**config.mk**
```make
export PLATFORM = sky130hd
export DESIGN_NAME = nvm_sipo_rx
export DESIGN_NICKNAME = d
export VERILOG_FILES = /design/src/rtl/nvm_rx_pkg.sv /design/src/rtl/nvm_rx_hold.sv /design/src/rtl/nvm_sipo_rx.sv
export SDC_FILE = /design/constraint.sdc
export NUM_CORES = 1
export LEC_CHECK = 0
export CORE_MARGIN = 2
export CORE_UTILIZATION = 45
export DETAILED_ROUTE_END_ITERATION = 10
export GPL_TIMING_DRIVEN = 0
export PLACE_DENSITY = 0.78
export SYNTH_ARGS = -nofsm -noshare
export SYNTH_HDL_FRONTEND = slang
export SYNTH_SLANG_ARGS = --single-unit
```
**constraint.sdc**
```tcl
create_clock -name CLK -period 4.8 [get_ports CLK]
set_input_delay 0.96 -clock CLK [delete_from_list [all_inputs] [get_ports CLK]]
set_output_delay 0.96 -clock CLK [all_outputs]
set_load 0.01 [all_outputs]
```
**src/rtl/nvm_rx_pkg.sv**
```systemverilog
// Shared types and default sizes for the NVM reader serial receive path.
package nvm_rx_pkg;

    typedef enum logic [0:0] {
        IDLE = 1'b0,
        RECV = 1'b1
    } rx_state_t;

    localparam int NVM_WORD_W      = 8;
    localparam int NVM_FRAME_BYTES = 4;

endpackage

```
**src/rtl/nvm_rx_hold.sv**
```systemverilog
// One-entry valid/ready hold register with a sticky overrun flag.
// A word offered while the entry is occupied and not being drained is dropped.
module nvm_rx_hold
    import nvm_rx_pkg::*;
#(
    parameter int WIDTH = NVM_WORD_W
) (
    input  logic             clk,
    input  logic             rst_n,
    input  logic             load,
    input  logic [WIDTH-1:0] data,
    input  logic             clear_ovr,
    input  logic             ready,
    output logic [WIDTH-1:0] q,
    output logic             valid,
    output logic             overrun
);

    logic free;

    // A consume and a load on the same edge leave the entry occupied with the new word.
    assign free = !valid || ready;

    always_ff @(posedge clk) begin
        if (!rst_n) begin
            q       <= '0;
            valid   <= 1'b0;
            overrun <= 1'b0;
        end else begin
            if (load && free) begin
                q     <= data;
                valid <= 1'b1;
            end else if (valid && ready) begin
                valid <= 1'b0;
            end

            if (clear_ovr) begin
                overrun <= 1'b0;
            end else if (load && !free) begin
                overrun <= 1'b1;
            end
        end
    end

endmodule

```
**src/rtl/nvm_sipo_rx.sv**
```systemverilog
// Serial-in/parallel-out receiver: rebuilds words from the PISO bit stream,
// counts them into frames and hands each word to a valid/ready hold register.
module nvm_sipo_rx
    import nvm_rx_pkg::*;
#(
    parameter int WIDTH       = NVM_WORD_W,
    parameter bit MSB_FIRST   = 1'b1,
    parameter int FRAME_BYTES = NVM_FRAME_BYTES
) (
    input  logic             CLK,
    input  logic             RST,
    input  logic             Start,
    input  logic             Shift_En,
    input  logic             D_In,
    input  logic             Ready,
    output logic [WIDTH-1:0] D_Out,
    output logic             Valid,
    output logic             Frame_Done,
    output logic             Overrun,
    output logic             Busy
);

    localparam int BIT_W  = $clog2(WIDTH);
    localparam int WORD_W = $clog2(FRAME_BYTES + 1);

    localparam logic [BIT_W-1:0]  LAST_BIT  = BIT_W'(WIDTH - 1);
    localparam logic [WORD_W-1:0] LAST_WORD = WORD_W'(FRAME_BYTES - 1);

    rx_state_t         state;
    rx_state_t         next_state;
    logic [WIDTH-1:0]  sr;
    logic [WIDTH-1:0]  next_sr;
    logic [BIT_W-1:0]  bit_cnt;
    logic [WORD_W-1:0] word_cnt;
    logic              restart;
    logic              shift;
    logic              word_done;
    logic              frame_end;

    always_ff @(posedge CLK) begin
        if (!RST) begin
            state <= IDLE;
        end else begin
            state <= next_state;
        end
    end

    // Start wins over Shift_En, so the bit on a restart edge never enters the word.
    always_comb begin
        next_state = state;
        restart    = 1'b0;
        shift      = 1'b0;
        word_done  = 1'b0;
        frame_end  = 1'b0;
        unique case (state)
            IDLE: begin
                if (Start) begin
                    next_state = RECV;
                    restart    = 1'b1;
                end
            end
            RECV: begin
                if (Start) begin
                    restart = 1'b1;
                end else if (Shift_En) begin
                    shift = 1'b1;
                    if (bit_cnt == LAST_BIT) begin
                        word_done = 1'b1;
                        if (word_cnt == LAST_WORD) begin
                            frame_end  = 1'b1;
                            next_state = IDLE;
                        end
                    end
                end
            end
        endcase
    end

    always_comb begin
        next_sr = sr;
        if (MSB_FIRST) begin
            next_sr = {sr[WIDTH-2:0], D_In};
        end else begin
            next_sr = {D_In, sr[WIDTH-1:1]};
        end
    end

    always_ff @(posedge CLK) begin
        if (!RST) begin
            sr         <= '0;
            bit_cnt    <= '0;
            word_cnt   <= '0;
            Frame_Done <= 1'b0;
        end else begin
            Frame_Done <= frame_end;
            if (restart) begin
                sr       <= '0;
                bit_cnt  <= '0;
                word_cnt <= '0;
            end else if (shift) begin
                sr <= next_sr;
                if (word_done) begin
                    bit_cnt  <= '0;
                    word_cnt <= word_cnt + WORD_W'(1);
                end else begin
                    bit_cnt <= bit_cnt + BIT_W'(1);
                end
            end
        end
    end

    assign Busy = (state == RECV);

    nvm_rx_hold #(
        .WIDTH(WIDTH)
    ) u_hold (
        .clk      (CLK),
        .rst_n    (RST),
        .load     (word_done),
        .data     (next_sr),
        .clear_ovr(restart),
        .ready    (Ready),
        .q        (D_Out),
        .valid    (Valid),
        .overrun  (Overrun)
    );

endmodule

```
==> impl_metrics.csv, run 1 <==
group,metric,value,unit
finish,layout-drive-gt1-share,7.38,%
floorplan,die_y,51.2,um
finish,multiInputGateArea,457,sq um
critical_path,crit_arrival,1260,ps
critical_path,cp_cell_sequence,"clkdlybuf4s50_1",
critical_path,crit_family,"buffers and inverters",
critical_path,cp_max_fo,4,
timing,finalMaxSlewViolations,0,
cts,cts_sinks,25,
cts,root_buffer,"clkbuf_4",
timing,tns,0,ps
power,swShare,22.9,%
timing,finalSetupViolations,0,
floorplan,start_util,46.6,%
min_path,hold_start,"u_hold.q[0]$_SDFFE_PN0P_",
synthesis,synth_compound_area_share,4.00,%
critical_path,critPathKind,"reg2out",
power,leakage,0.474,nW
synthesis,synth_top_family_by_area,"simple AND/OR/NAND/NOR gates",
cts,clk-insertion-delay-late,330,ps
routing,routed_wl,1700,um
routing,wire_per_inst,11.3,um
cts,ctsHoldBuffers,0,
synthesis,yosysUniqueCellTypes,23,
synthesis,ys_seq_area_share,50.0,%
global_route,antenna_found_initial,0,
critical_path,critPathBufInv,1,
critical_path,end_kind,"primary output",
routing,drt_iter0_markers,7,
cts,clockBufferDepth,2,
cts,cts_resized,0,
placement,dp.cells,146,
critical_path,required,3840,ps
critical_path,reg2reg_from,"bit_cnt[0]$_SDFFE_PP0P_",
finish,final_core_util,57.5,%
synthesis,synth_xor_area_share,0.875,%
routing,vias,727,
power,power,0.321,mW
finish,n_antenna_cell,0,
routing,via_per_inst,4.85,
synthesis,synth_fa_ha_area_share,5.00,%
global_route,grt_start_max_net_pins,16,
placement,gp_congestion,0.702,
cts,cts_setup_buffers,0,
synthesis,synth_area,1000,sq um
timing,worst_pin_slew,439,ps
placement,numPortBuffers,17,
cts,cts_tree,"yes",
power,power_frac_clock,30.1,%
timing,rsz0062_at_grt,"false",
finish,layout.cells.non_filler,150,
timing,post-route-min-period,2220,ps
finish,area_delta_synth_final,23.5,%
flow_run,drv_cap,0,
outcome,status,"finished clean",
critical_path,setup.worst_path.start_class,"flip-flop",
routing,antenna_left,0,
floorplan,coreArea,2150,sq um
timing,fmax,451,MHz
finish,nets,133,
power,ir_drop,0.186,mV
power,p_per_area,260,nW/um^2
timing,fin_crit_sh,46.2,%
timing,skew,8.21,ps
min_path,min_path_type,"reg2reg",
timing,slew_headroom,70.7,%
floorplan,ios,18,
synthesis,synth_cells,101,
routing,dr.pass1.iters,4,
power,p_comb_share,4.8,%
synthesis,synthSimpleGateAreaFrac,19.8,%
cts,htree_levels,1,
global_route,grt_pass1_vias,706,
synthesis,syn_nets,111,
routing,post-route-drc-count,0,
synthesis,synthMuxAreaShare,16.0,%
timing,hold_viol,0,
critical_path,slowest_stage,"clkdlybuf4s50_1",
power,seqPwrFrac,65.1,%
floorplan,die_x,51.2,um
power,power_switching,0.0734,mW
synthesis,ys_warn_count,0,
critical_path,crit_path_max_incr_delay,550,ps
power,p_int,0.248,mW
synthesis,avgSynthCellArea,9.91,sq um
finish,ff_latch_area,500,sq um
global_route,grt_overflow,0,
synthesis,synth-seq-cells,25,
floorplan,die-area,2620,sq um
cts,path_clk_slew,140,ps
global_route,grt_pass1_wl,2960,um
finish,fillers,193,
cts,cts_buffers,3,
floorplan,core.rowCount,17,
critical_path,cp-startpoint,"Busy$_SDFF_PN0_",
global_route,track_usage,15.6,%
cells in the final DEF (no fill, tap or decap):
cell type and n:
dfxtp_1 25, nand2_1 19, clkdlybuf4s50_1 17, mux2i_1 16, nor2_1 11, a21oi_1 5, ha_1 4, clkbuf_4 3
buf_2 2, or3b_1 2, buf_6 2, nor2b_1 2, inv_1 1, nand2b_1 1, clkbuf_1 1, nand3b_1 1
or3_1 1, and4b_1 1, nand3_1 1, buf_1 1, and3_1 1, xnor2_1 1, nor2b_4 1, a211oi_1 1
o21a_1 1, clkinvlp_4 1
stage by stage:
stage                     worst slack, ps  hold slack, ps  instance area [sq um]
after floorplan                      2980             436                   1000
after global placement               2450             442                   1210
after detailed placement             2410             451                   1210
after CTS                            2570             470                   1240
after global routing                 2520             484                   1240
final                                2580             466                   1240
flip-flops by register name, summed over array words and instances (netlist names):
signal and cells:
word_cnt 3, Busy 1, Frame_Done 1, sr 7, u_hold.overrun 1, u_hold.q 8
u_hold.valid 1, bit_cnt 3
power by group through the flow:
stage          Combinational, mW  Sequential, mW  Clock, mW
2_1_floorplan            0.00738           0.214          0
3_3_place_gp              0.0154           0.214          0
3_5_place_dp              0.0156           0.214          0
5_1_grt                   0.0169           0.209      0.107
4_1_cts                   0.0157           0.209     0.0985
6_report                  0.0153           0.209     0.0968
cells by family (layout without fill, tap and decap cells):
kind of cell | Yosys count | after routing
simple gates | 41 | 41
flops | 25 | 25
mux | 16 | 16
compound gates | 7 | 7
buf+inv | 7 | 28
fa+ha+maj | 4 | 4
xor+xnor | 1 | 1
worst paths after layout:
check	slack, ps	cells after the start	to
max reg2reg	3130	7	u_hold.q[7]$_SDFFE_PN0P_
min	470	2	u_hold.q[0]$_SDFFE_PN0P_
max	2580	1	Busy
min reg2reg	470	2	u_hold.q[0]$_SDFFE_PN0P_
synthesized netlist by cell type:
master    instances  share of area, %
and3_1            1              0.63
buf_1             1              0.37
ha_1              4               5.0
xnor2_1           1              0.88
nand3b_1          1              0.75
or3_1             1              0.63
mux2i_1          16                16
a21oi_1           5               2.5
nor2_1           11               4.1
nand3_1           1              0.50
nand2b_1          1              0.63
o21a_1            1              0.75
and4b_1           1               1.0
inv_1             1              0.37
or3b_1            2               1.8
nor2b_1           2               1.2
buf_2             2               1.0
a211oi_1          1              0.75
nor2b_4           1               1.4
dfxtp_1          25                50
nand2_1          19               7.1
buf_6             2               2.2
clkbuf_1          1              0.37
metal layers:
layer	GRT usage [%]	vias to the layer above	routed length [um]
met3	3.22	4	55
met1	17.3	335	781
li1	-	376	-
met4	12.2	0	55
met2	26.0	12	805
met5	0	-	0
worst reg2reg max path, stage by stage (launching register included):
cell and delay (ps):
dfxtp_1 380, ha_1 150, ha_1 220, and4b_1 240, buf_6 130, nor2b_4 140
buf_6 150, mux2i_1 210
final cells by class:
class	instances	area share, %
buffer	6	3.24
clock buffer	3	1.82
clock inverter	1	0.607
inverter	1	0.304
multi-input combinational	69	36.9
sequential	25	40.5
tap	28	2.83
timing repair buffer	17	13.8
Note: power is estimated with default switching activity, not from simulation.
==> run 2: changes to the inputs <==
==> constraint.sdc (replaced) <==
create_clock -name CLK -period 2.3 [get_ports CLK]
set_input_delay 0.46 -clock CLK [delete_from_list [all_inputs] [get_ports CLK]]
set_output_delay 0.46 -clock CLK [all_outputs]
set_load 0.01 [all_outputs]
==> results of run 2 <==
The final DEF is identical to that of run 1. Status: finished clean.
Main changes from that run: setup slack after placement 2410 ps -> 405 ps; setup slack after layout 2580 ps -> 582 ps; register-to-register setup slack 3130 ps -> 630 ps; total power 0.321 mW -> 0.670 mW; worst IR drop on VDD 0.186 mV -> 0.389 mV
==> run 3: changes to the inputs <==
==> constraint.sdc (replaced) <==
create_clock -name CLK -period 1.7 [get_ports CLK]
set_input_delay 0.34 -clock CLK [delete_from_list [all_inputs] [get_ports CLK]]
set_output_delay 0.34 -clock CLK [all_outputs]
set_load 0.01 [all_outputs]
==> impl_metrics.csv, run 3 (same netlist as run 1, synthesis figures left out) <==
group,metric,value,unit
global_route,grt_start_max_net_pins,16,
critical_path,required,1960,ps
critical_path,crit_family,"flip-flops",
finish,n_antenna_cell,0,
floorplan,core.rowCount,17,
critical_path,critPathBufInv,2,
critical_path,slowest_stage,"dfxtp_1",
critical_path,reg2reg_depth,7,
min_path,min_path_type,"reg2reg",
routing,wl_met1,785,um
floorplan,die-area,2620,sq um
outcome,status,"finished clean",
power,ir_drop,0.526,mV
critical_path,reg2reg_from,"bit_cnt[1]$_SDFFE_PP0P_",
floorplan,start_util,46.6,%
routing,wire_per_inst,11.6,um
timing,post-route-min-period,1620,ps
critical_path,setup.worst_path.start_class,"flip-flop",
finish,area_delta_synth_final,24.9,%
cts,cts_setup_buffers,0,
cts,htree_levels,1,
critical_path,r2r_end,"u_hold.q[7]$_SDFFE_PN0P_",
power,power,0.906,mW
cts,cts_buffers,3,
placement,gp_congestion,0.702,
timing,tns,0,ps
routing,vias,725,
critical_path,setup.reg_to_reg.worst_slack,80,ps
critical_path,cp_cell_sequence,"ha_1, ha_4, and4b_1, buf_6, nor2b_4, buf_6, mux2i_1",
cts,cts_sinks,25,
routing,dr.pass1.iters,4,
global_route,antenna_found_initial,0,
cts,cts_tree,"yes",
timing,hold_slack,466,ps
cts,root_buffer,"clkbuf_4",
critical_path,crit_arrival,1890,ps
cts,clk-insertion-delay-late,320,ps
critical_path,worst-path-stages,7,
finish,top_regs,"u_hold.q x8, sr x7",
timing,fmax,616,MHz
cts,ctsHoldBuffers,0,
finish,top_register,"u_hold.q",
power,p_per_area,725,nW/um^2
critical_path,critPathKind,"reg2reg",
placement,place_area,1210,sq um
power,leakage,0.471,nW
routing,antenna_left,0,
routing,wl_met3,54,um
global_route,grt_pass1_wl,2960,um
floorplan,die_y,51.2,um
timing,finalSetupViolations,0,
critical_path,crit_path_max_incr_delay,360,ps
critical_path,cp-startpoint,"bit_cnt[1]$_SDFFE_PP0P_",
routing,top_layer,"met4",
timing,finalMaxSlewViolations,0,
min_path,hold_start,"u_hold.q[0]$_SDFFE_PN0P_",
critical_path,cp-endpoint,"u_hold.q[7]$_SDFFE_PN0P_",
finish,final_cell_mix,"dfxtp_1 (24), nand2_1 (19), clkdlybuf4s50_1 (17)",
global_route,grt_pass1_vias,706,
finish,nets,133,
placement,numPortBuffers,17,
min_path,min_path_cells,2,
finish,final_core_util,58.2,%
critical_path,end_kind,"flip-flop",
floorplan,ios,18,
floorplan,die_x,51.2,um
floorplan,coreArea,2150,sq um
flow_run,drv_cap,0,
critical_path,crit_path_frequent_cell,"buf_6",
timing,worst_pin_slew,439,ps
routing,post-route-drc-count,0,
routing,drt_iter0_markers,5,
finish,final_common_cell,"dfxtp_1",
timing,slew_headroom,70.8,%
cts,path_clk_slew,140,ps
timing,fin_crit_sh,95.5,%
finish,design_area,1250,sq um
cts,clockBufferDepth,2,
finish,largest_reg_flops,8,
global_route,grt_overflow,0,
routing,wl_met2,841,um
routing,via_per_inst,4.83,
routing,routed_wl,1740,um
global_route,track_usage,15.6,%
finish,layout-drive-gt1-share,9.02,%
critical_path,cp_max_fo,8,
timing,skew,8.05,ps
timing,hold_viol,0,
[run 3: layer usage]
| metal | track usage, % | vias up |
|---|---|---|
| met3 | 3.22 | 4 |
| met4 | 12.2 | 0 |
| met2 | 26.0 | 12 |
| li1 | - | 376 |
| met5 | 0 | - |
| met1 | 17.3 | 333 |
[run 3: power breakdown]
part	total, mW	switching [mW]	internal, mW
clock network	0.273	0.183	0.0900
registers	0.590	0.00187	0.588
logic	0.0432	0.0221	0.0212
[run 3: layout make-up]
cell class / instances / area, sq um
Clock inverter: 1 / 7.51
Buffer: 6 / 40.0
Sequential cell: 25 / 502
Multi-Input combinational cell: 69 / 469
Fill cell: 193 / 898
Timing Repair Buffer: 17 / 170
Inverter: 1 / 3.75
Tap cell: 28 / 35.0
Clock buffer: 3 / 22.5
[run 3: how the worst min path moves through the flow]
| stage | slack, ps | end |
|---|---|---|
| 3_5_place_dp | 450 | u_hold.q[6]$_SDFFE_PN0P_ |
| 6_report | 470 | u_hold.q[0]$_SDFFE_PN0P_ |
| 4_1_cts | 470 | u_hold.q[0]$_SDFFE_PN0P_ |
| 5_1_grt | 480 | bit_cnt[1]$_SDFFE_PP0P_ |
| 2_1_floorplan | 440 | bit_cnt[1]$_SDFFE_PP0P_ |
| 3_3_place_gp | 440 | bit_cnt[2]$_SDFFE_PP0P_ |
[run 3: metrics by stage]
step           cells  worst slack [ps]
6_report         150              76.4
5_1_grt          150             -8.23
4_1_cts          150              22.6
3_5_place_dp     146             -74.9
3_3_place_gp     146             -31.6
2_1_floorplan    101               190
[run 3: worst register-to-register path: stages, from the launching register on]
cell     delay, ps
dfxtp_1        360
ha_1           200
ha_4           160
and4b_1        220
buf_6          130
nor2b_4        140
buf_6          150
mux2i_1        210
[run 3: what timing repair did]
item | CTS | global route
resized for setup | 0 | 3
hold endpoints to repair | 0 | 0
setup endpoints to repair | 0 | 8
==> variant 1: new RTL, config.mk and constraints of run 2 <==
Put a register stage on the output `Overrun`. The value now appears one clock later. The other outputs are not delayed to match.
--- a/src/rtl/nvm_sipo_rx.sv
+++ b/src/rtl/nvm_sipo_rx.sv
@@ -25,6 +25,8 @@
 
     localparam logic [BIT_W-1:0]  LAST_BIT  = BIT_W'(WIDTH - 1);
     localparam logic [WORD_W-1:0] LAST_WORD = WORD_W'(FRAME_BYTES - 1);
+
+    logic Overrun_d;
 
     rx_state_t         state;
     rx_state_t         next_state;
@@ -122,8 +124,12 @@
         .ready    (Ready),
         .q        (D_Out),
         .valid    (Valid),
-        .overrun  (Overrun)
+        .overrun  (Overrun_d)
     );
+
+    always_ff @(posedge CLK) begin
+        Overrun <= Overrun_d;
+    end
 
 endmodule
 
Check against the original RTL: no difference found for any inputs over 10 cycles, from zero or initial values and one cycle with RST low; that may be too few to reach the edited logic, so the function may still have changed.
==> variant 1 against run 2 <==
- routed wire length increased by 7.3%
- sequential cell count increased by 1
- synthesized area increased by 2.0%
- sequential share of layout area increased by 1.2 points
- sequential power increased by 4%
- count of clock-buffer cells in the layout unchanged
- combinational power increased by 2%
- first-iteration DRC count decreased by 14%
- via count increased by 2.6%
- design area increased by 1.0%
- clock skew decreased by 0.0040 ns
- power decreased by 0.51%
- worst setup slack improved by 0.016 ns
- die area increased by 1.8%
- critical path type unchanged
- largest cell class unchanged
==> variant 1: results <==
set metrics [dict create \
    drt-initial-drc-count 6 \
    synth_warnings 0 \
    place_area_um2 1230 \
    area_share_nonclk_buffers 0.168 \
    ir_worst_vdd_mv 0.379 \
    outcome "finished, final reports clean" \
    synth.distinct_cells 23 \
    synth_area_leaders "dfxtp_1 51%, mux2i_1 16%, nand2_1 7.0%" \
    power.leakage_nw 0.481 \
    multiInputGateArea_um2 457 \
    n_antenna_cell 0 \
    antenna_found_initial 0 \
    regArea_um2 520 \
    cts_buffers 3 \
    synthesis.nets 112 \
    skew_ns 0.00423 \
    clock_area_frac 0.0180 \
    p_per_area_nw_per_um2 534 \
    dr.pass1.iters 3 \
    finalWeightedCongestion 0.733 \
    r2r-start "bit_cnt[0]" \
    inverters 1 \
    nets 134 \
    tritoncts "done" \
    clk_pin_slew_ns 0.12 \
    dp.cells 147 \
    p_sw_w 0.000138 \
    nFlopsAndLatches 26 \
    htreeDepth 1 \
    multi_input_gates 69 \
    synth_common_cells "26 x dfxtp_1, 19 x nand2_1, 16 x mux2i_1" \
    buffers_excl_clock 23 \
    slowest_stage "clkdlybuf4s50_1" \
    crit_path_start "Busy" \
    vias 746 \
    combPwrFrac 0.049 \
    pre_cts_ws_ns 0.408 \
    post_drt_wl_per_cell_um 12.1 \
    fmax_ghz 0.588 \
    syn-mean-instance-area_um2 10.0 \
    yosysSeqAreaShare 0.510 \
    fillers 222 \
    clk_latency_ns 0.31 \
    grt.total_usage 0.172 \
    final_core_utilization 0.576 \
    hold_path.startpoint "u_hold.overrun" \
    cts.path.max_buffers 2 \
    clkPwrFrac 0.272 \
    post-cts-setup-buffers 0 \
    arrival_ns 1.24 \
    grt_pass1_wl_um 3270 \
    multi_input_area_share 0.366 \
    grt_max_degree 14 \
    drive_gt1_frac 0.0656 \
    power_leader "sequential cells" \
    cp_top_family "buffers and inverters" \
    via_per_inst 4.97 \
    hpwl_um 1350 \
    async_reset_ff_frac 0 \
    worst_slew_pin_slew_ns 0.449 \
]
## variant 1: cell types whose count changed after synthesis
cell	change
dfxtp_1	+1
## variant 1: path summary, 6_finish.rpt
| check | to | slack, ns | cells past startpoint |
|---|---|---|---|
| max | Busy | 0.60 | 1 |
| min | Overrun | 0.37 | 0 |
| max reg2reg | u_hold.q[1] | 0.67 | 7 |
| min reg2reg | Overrun | 0.37 | 0 |
## variant 1: logic make-up after synthesis
logic type	Yosys count	share of synthesized area
flip-flops	26	0.510
AND/OR/NAND/NOR	41	0.194
buffers and inverters	7	0.0429
multiplexers	16	0.157
AO/OA/AOI/OAI	7	0.0392
adder cells (fa/ha/maj)	4	0.0490
XOR/XNOR	1	0.00858
## variant 1: layer usage
| layer | up-vias | wire length [µm] | track usage |
|---|---|---|---|
| met2 | 16 | 843 | 0.297 |
| met3 | 4 | 92 | 0.0431 |
| met4 | 0 | 48 | 0.0921 |
| met5 | - | 0 | 0 |
| li1 | 380 | - | - |
| met1 | 346 | 838 | 0.192 |
==> variant 2: new RTL, settings of run 2 <==
Without the edit above. Change the package constant `NVM_WORD_W` from 8 to 16.
--- a/src/rtl/nvm_rx_pkg.sv
+++ b/src/rtl/nvm_rx_pkg.sv
@@ -6,7 +6,7 @@
         RECV = 1'b1
     } rx_state_t;
 
-    localparam int NVM_WORD_W      = 8;
+    localparam int NVM_WORD_W      = 16;
     localparam int NVM_FRAME_BYTES = 4;
 
 endpackage
Interface: changed (resized D_Out); port bits go from 18 to 26. No check against the original RTL was run, so the function may have changed too.
==> variant 2 against run 2 <==
- maximum frequency shrank 7.0%
- count of clock-buffer cells in the layout grew 3
- global-route usage up 1.1 points
- routed wire length rose by 72%
- combinational power increased by 62%
- power up 85%
- largest power group unchanged
- synthesized area increased by 65%
- critical path depth up 4
- design area rose by 65%
- worst setup slack got worse by 0.13 ns
- sequential cell count increased by 17
- core utilization decreased by 1.1 points
- sequential power increased by 68%
==> variant 2: results <==
set metrics [dict create \
    rrSetupSlack_ns 0.59 \
    synthesis.nets 195 \
    hold_end "u_hold.overrun" \
    wl_met3_um 108 \
    power.leakage_nw 0.656 \
    fillers 348 \
    htreeDepth 2 \
    nets 226 \
    outcome "finished, final reports clean" \
    port-buffer-count 24 \
    crit_path_start "Shift_En" \
    drive_gt1_frac 0.0787 \
    worst_slew_pin_slew_ns 0.511 \
    drt-initial-drc-count 32 \
    clockRootBuffer "clkbuf_8" \
    cp_max_fo 10 \
    post_drt_wl_per_cell_um 11.1 \
    worstRegToRegCells 5 \
    vias 1294 \
    arrival_ns 2.07 \
    ir_worst_vdd_mv 0.295 \
    grt_pass1_wl_um 5250 \
    cts_buffers 5 \
    endpoint "u_hold.q[12]" \
    yosysSeqAreaShare 0.508 \
    synth_area_leaders "dfxtp_1 51%, nand2_1 15%, mux2i_1 10%" \
    synth.distinct_cells 29 \
    met1_length_um 1410 \
    syn-mean-instance-area_um2 8.89 \
    fin_cells 264 \
    skew_ns 0.00481 \
    hold_slack_ns 0.454 \
    finalWeightedCongestion 0.783 \
    top_regs "u_hold.q (16), sr (15), bit_cnt (4)" \
]
[variant 2: worst max-delay path, cell delays in order]
cell	delay, ns
clkdlybuf4s50_1	0.60
nand3b_4	0.14
nor3_4	0.47
buf_12	0.21
mux2i_1	0.18
[variant 2: kinds of logic (layout without fill, tap and decap cells)]
logic type,after synthesis,after routing,synth area share
compound gates,26,26,0.0847
xor+xnor,1,1,0.00530
fa+ha+maj,3,3,0.0227
buf+inv,11,41,0.0386
flops,42,42,0.508
mux,17,17,0.103
simple gates,86,86,0.238
[variant 2: final cells by class]
type	count	area share
Buffer	10	0.0295
Sequential cell	42	0.413
Timing Repair Buffer	24	0.118
Clock buffer	6	0.0405
Multi-Input combinational cell	133	0.368
Tap cell	48	0.0295
Inverter	1	0.00184
[variant 2: routing by layer]
layer	vias to the layer above	GRT usage
met5	-	0
li1	675	-
met4	0	0.112
met3	5	0.0469
met2	26	0.257
met1	588	0.206
[variant 2: power by group]
part | switching, W | internal, W | total (W) | leakage, nW
Clock | 0.000225 | 0.000231 | 0.000457 | 0.0431
Combinational | 0.0000339 | 0.0000177 | 0.0000516 | 0.274
Sequential | 0.00000349 | 0.000729 | 0.000732 | 0.339
Total | 0.000263 | 0.000978 | 0.00124 | 0.656
[variant 2: stage by stage]
| step | worst slack (ns) | util | cell area, µm² |
|---|---|---|---|
| floorplan | 0.766 | - | 1650 |
| global placement | 0.153 | 0.542 | 1950 |
| detailed placement | 0.125 | 0.542 | 1950 |
| CTS | 0.433 | 0.565 | 2040 |
| global route | 0.349 | 0.565 | 2040 |
| finish | 0.452 | 0.565 | 2040 |
